--- src/rtl/cic_comp_fir.sv ---
// 7-tap CIC droop-compensation FIR on decimated samples.
// One multiplier walks the taps one per clock, then rounds and saturates the sum.
module cic_comp_fir #(
  parameter int DATA_WIDTH = 16,
  parameter int ACC_WIDTH  = 32
) (
  input  logic                  clk,
  input  logic                  reset,
  input  logic                  in_valid,
  input  logic [DATA_WIDTH-1:0] in_data,
  output logic                  in_ready,
  output logic                  out_valid,
  output logic [DATA_WIDTH-1:0] out_data,
  output logic                  overrun,
  input  logic                  clr_overrun
);

  localparam int PROD_W = DATA_WIDTH + 9;
  localparam logic signed [ACC_WIDTH-1:0] RND_HALF = ACC_WIDTH'(64);
  localparam logic signed [ACC_WIDTH-1:0] SAT_MAX  =
    ACC_WIDTH'((longint'(1) <<< (DATA_WIDTH - 1)) - longint'(1));
  localparam logic signed [ACC_WIDTH-1:0] SAT_MIN  =
    ACC_WIDTH'(-(longint'(1) <<< (DATA_WIDTH - 1)));

  typedef enum logic [1:0] {IDLE, MAC, ROUND} state_t;

  state_t                       state, state_nxt;
  logic signed [DATA_WIDTH-1:0] dly [7];
  logic signed [ACC_WIDTH-1:0]  acc;
  logic [2:0]                   idx;
  logic signed [DATA_WIDTH-1:0] x_sel;
  logic signed [PROD_W-1:0]     prod;

  function automatic logic signed [8:0] coef(input logic [2:0] k);
    case (k)
      3'd0, 3'd6: coef = -9'sd1;
      3'd1, 3'd5: coef =  9'sd4;
      3'd2, 3'd4: coef = -9'sd16;
      3'd3:       coef =  9'sd154;
      default:    coef =  9'sd0;
    endcase
  endfunction

  // Divide by 128 (coefficient gain) with round-half-up, then clamp to the output range.
  function automatic logic signed [DATA_WIDTH-1:0] round_sat(input logic signed [ACC_WIDTH-1:0] a);
    logic signed [ACC_WIDTH-1:0] r;
    r = (a + RND_HALF) >>> 7;
    if (r > SAT_MAX)      round_sat = DATA_WIDTH'(SAT_MAX);
    else if (r < SAT_MIN) round_sat = DATA_WIDTH'(SAT_MIN);
    else                  round_sat = DATA_WIDTH'(r);
  endfunction

  assign in_ready = (state == IDLE);

  always_comb begin
    x_sel = '0;
    for (int k = 0; k < 7; k++) begin
      if (idx == 3'(k)) x_sel = dly[k];
    end
  end

  assign prod = PROD_W'(x_sel) * PROD_W'(coef(idx));

  always_comb begin
    state_nxt = state;
    case (state)
      IDLE:    if (in_valid) state_nxt = MAC;
      MAC:     if (idx == 3'd6) state_nxt = ROUND;
      ROUND:   state_nxt = IDLE;
      default: state_nxt = IDLE;
    endcase
  end

  always_ff @(posedge clk or posedge reset) begin
    if (reset) begin
      state     <= IDLE;
      for (int k = 0; k < 7; k++) dly[k] <= '0;
      acc       <= '0;
      idx       <= '0;
      out_data  <= '0;
      out_valid <= 1'b0;
      overrun   <= 1'b0;
    end else begin
      state     <= state_nxt;
      out_valid <= 1'b0;
      case (state)
        // accept: newest sample enters tap 0
        IDLE: begin
          if (in_valid) begin
            for (int k = 6; k > 0; k--) dly[k] <= dly[k-1];
            dly[0] <= $signed(in_data);
            acc    <= '0;
            idx    <= '0;
          end
        end
        // multiply-accumulate, one tap per clock
        MAC: begin
          acc <= acc + ACC_WIDTH'(prod);
          idx <= idx + 3'd1;
        end
        // round, saturate, publish
        ROUND: begin
          out_data  <= round_sat(acc);
          out_valid <= 1'b1;
        end
        default: ;
      endcase
      // a strobe while busy outranks a simultaneous clear
      if (in_valid && (state != IDLE)) overrun <= 1'b1;
      else if (clr_overrun)            overrun <= 1'b0;
    end
  end

endmodule

--- config.mk ---
export PLATFORM = sky130hd
export DESIGN_NAME = cic_comp_fir
export DESIGN_NICKNAME = d
export VERILOG_FILES = /design/src/rtl/cic_comp_fir.sv
export SDC_FILE = /design/constraint.sdc
export NUM_CORES = 1
export LEC_CHECK = 0
export ABC_AREA = 1
export ABC_CLOCK_PERIOD_IN_PS = 7900
export CAP_MARGIN = 10
export CORE_MARGIN = 1.5
export CORE_UTILIZATION = 25
export DETAILED_ROUTE_END_ITERATION = 10
export MAX_ROUTING_LAYER = met4
export SLEW_MARGIN = 5
export SYNTH_ARGS = -nofsm -noshare
export SYNTH_HDL_FRONTEND = slang
export SYNTH_SLANG_ARGS = --single-unit
--- constraint.sdc ---
create_clock -name clk -period 7.9 [get_ports clk]
set_clock_uncertainty 0.05 [all_clocks]
set_input_delay 1.185 -clock clk [delete_from_list [all_inputs] [get_ports clk]]
set_output_delay 1.185 -clock clk [all_outputs]
set_load 0.005 [all_outputs]
==> reports/results.txt <==
The flow ran to the end, and the final reports show no timing, DRC or antenna violations. Biggest area consumer among synthesized cells: dfrtp_1. The Yosys step of the flow raised 0 warnings. At the pin with the least slew margin, the transition time is 1.021 ns. The tools report the buffers inserted during post-CTS setup optimization as 0. The run gives 0.01511 sq mm as the netlist area before placement. In this run the tool buffered the top-level ports with 38 buffer cells. After detailed routing, the number of remaining DRC violations is 0. Wires add up to 37.46 mm.

Sequential cells were found to cover 27.67% of the synthesized design area. Hold timing on the final database bottoms out at a slack of 0.4327 ns. The ratio of cells with drive above 1 in the final layout is 4.692%, and the number of distinct library cells after synthesis is 43. The final critical-path share of the clock period was 90.82%; the starting density of the core was 25.45%.

The number of cells on the worst reg-to-reg path is 31. The clock period minus worst slack is 7.175 ns. The number of nets handed over by synthesis was 2207. The buffer levels on the longest clock path was 2. The worst setup path endpoint was acc[29]. Across the run, the number of max-cap violations was 0. The logs give 0.9138 for the global placer's final weighted congestion and 13.07% for the total global routing track utilization. The clock-pin slew of the registers on the worst-case setup and hold paths is 0.07 ns, and the post-detailed-route count of antenna-violating nets is 0.

For the accumulated negative setup slack, the log shows 0 ns. The core region is 0.05935 sq mm. The HPWL after detailed placement is 29.23 mm. The tools report the number of violations reported at the end of detailed-routing iteration 0 as 878. The multi-input combinational cells in the finished layout cover a total of 0.009080 sq mm.

The finished layout holds 2755 standard cells, fillers aside. Number of rows in the core area: 89. For the worst setup path, the data required time is 8.22 ns.

The average detailed-routed wire length per instance was 13.60 microns; the final count of pins violating max slew was 0. Summing all flip-flop and latch instances after layout gives 0.004179 sq mm. Setup violations remaining at the end of the flow were counted as 0. For this run, the post-layout net count is 2228.

The library cell used most frequently in the layout, excluding fill and tap cells, is nand2_1. In this run the mean area of a mapped cell was 7.754 sq um. The count of placed standard cells including taps was 2723; the number of register bits inferred by synthesis was 167. Area share of the leading cell type in the synthesized netlist: 27.67%. The largest fanout of any net on the critical path is 16.

In this run the critical register-to-register path is captured at acc[29]. Data on the critical path arrives at its endpoint at 7.50 ns. The number of failing hold endpoints at the final stage is 0.

Summing over every cut layer, the via total after detailed routing is 12200. The tools report the launch point of the worst path as idx[1]. 0 antenna diodes ended up in the layout. Cell count of the worst hold path: 2.

The clock net in this run drives a total of 167 sinks. The worst register-to-register path begins at idx[1]. In this run, CTS created clock tree buffers numbering 17. The die boundary height was 248.8 microns; the final global-route overflow total was 0.

The number of global-route vias before repair is 12480. In the post-synthesis netlist, the biggest area contributors are dfrtp_1 (28%), fa_1 (20%), nand2_1 (12%), inv_1 (11%), ha_1 (7.0%). The tools report the synthesized instance count as 1948.

The tightest min-delay check is of the reg -> reg type. The tools report the worst slew slack as a fraction of its limit as 31.91%. Using the TritonRoute via totals, the vias-per-cell ratio works out to 4.429. The library cells used most frequently in the layout, excluding fill and tap cells, are nand2_1 (475), inv_1 (425), o21ai_0 (172). The initial antenna violation count came out at 0. Among all stages on the critical path, the largest delay is contributed by fa_1. The run gives 0.46 ns as the clock latency of the later-clocked register in the worst-skew pair.

The type of the worst setup path was reg -> reg. Root buffer selected by CTS: clkbuf_16. The worst setup path is launched from a flip-flop.

The slack of the worst reg-to-reg path was 0.73 ns. The first-pass iteration count of the detailed router was 5. On the worst path, the slowest cell contributes a delay of 0.55 ns. TritonCTS built the clock tree.

The filler cells instantiated in the layout total 6367. Based on the critical path, the design can be clocked at up to 139.4 MHz. In this run the count of I/O pins placed on the die edge is 39.

The depth of the CTS H-tree was 4. The die covers 0.06191 sq mm. The relative area change from synthesis to final layout is 12.47%. Measured on the finished design, the core utilization comes to 28.63%. Setup repair after global routing left no endpoint under its margin.

The total of hold buffers inserted after clock tree synthesis is 0. STA classifies the critical path endpoint as a flip-flop. Entering global routing, the biggest net connects 117 pins.

The first global-routing pass estimated 63.84 mm of wire. The die is 248.8 microns wide.
through the flow:
step / area [sq um] / setup slack (ns)
after global routing: 16990 / 0.07666
after floorplan: 15110 / 1.235
after detailed placement: 16360 / 0.5810
after CTS: 16980 / 0.5541
final: 16990 / 0.7253
after global placement: 16360 / 0.6847
state kept, by name, summed over array words and instances (netlist names):
signal	count
acc	32
out_valid	1
overrun	1
state	2
idx	3
dly	112
out_data	16
cell type report:
class                   count  share of cell area, %
clock buffers              18                  2.585
clock inverters            14                  1.075
inverters                 430                  9.529
multi-input cells        1296                  53.44
flip-flops and latches    167                  24.60
well taps                 773                  5.693
repair buffers             57                  3.078
critical path: cells and delay by family, from the launching register on:
kind	cells	cell delay (ns)
AOI/OAI and AO/OA	7	1.54
adders and majority gates	7	3.23
buffers and inverters	7	0.46
and+or+nand+nor	10	1.40
DFF	1	0.40
synthesized netlist by cell type:
library cell and n:
nand3_2 1, xor2_1 13, buf_1 3, buf_2 8, nor2_8 1, nand2_1 477, dfrtp_1 167, nand4_1 9
o21bai_1 4, nor2_2 6, a21oi_1 99, nor2_1 118, o211ai_1 38, inv_1 426, or2_2 1, o21ai_1 5
o22ai_1 7, nand2_4 2, ha_1 85, o21a_1 1, inv_2 2, a21boi_1 1, nor4_1 1, nor3_1 7
clkbuf_1 41, a22o_1 3, a21oi_2 10, nand3_1 54, nand3_4 1, nand2_2 8, xnor2_1 6, fa_1 154
nand3b_1 2, a21o_1 3, a32o_1 2, buf_8 1, buf_4 1, buf_12 1, clkinv_1 2, o21ai_0 172
nor3_2 1, nor2_4 3, a21oi_4 1
per-layer routing:
layer | wire (microns) | global-route usage [%] | up-vias
li1 | - | - | 6039
met1 | 17420 | 16.81 | 5870
met2 | 17680 | 21.48 | 254
met3 | 1602 | 1.714 | 38
met4 | 750 | 3.751 | 0
met5 | 0 | - | -
kinds of logic (layout without fill, tap and decap cells):
family,after synthesis,after routing,share of synthesized area (%)
flops,167,167,27.67
buf+inv,485,519,12.33
fa+ha+maj,239,239,27.45
xor+xnor,19,19,1.102
simple gates,692,692,18.69
compound gates,346,346,12.76
worst min path at each step:
stage	from	endpoint	slack (ns)
floorplan	dly[0]	dly[0]	0.40
global placement	dly[9]	dly[9]	0.42
detailed placement	dly[9]	dly[9]	0.42
CTS	dly[9]	dly[9]	0.44
global route	dly[20]	dly[20]	0.45
finish	dly[9]	dly[9]	0.43
what timing repair did:
| item | CTS | global route |
|---|---|---|
| resized for setup | 0 | 3 |
| endpoints found under the setup margin | 0 | 4 |
| endpoints found under the hold margin | 0 | 0 |
Power is not shown: default switching activity piles up to over one toggle a cycle in this logic, so the estimate is an artifact.
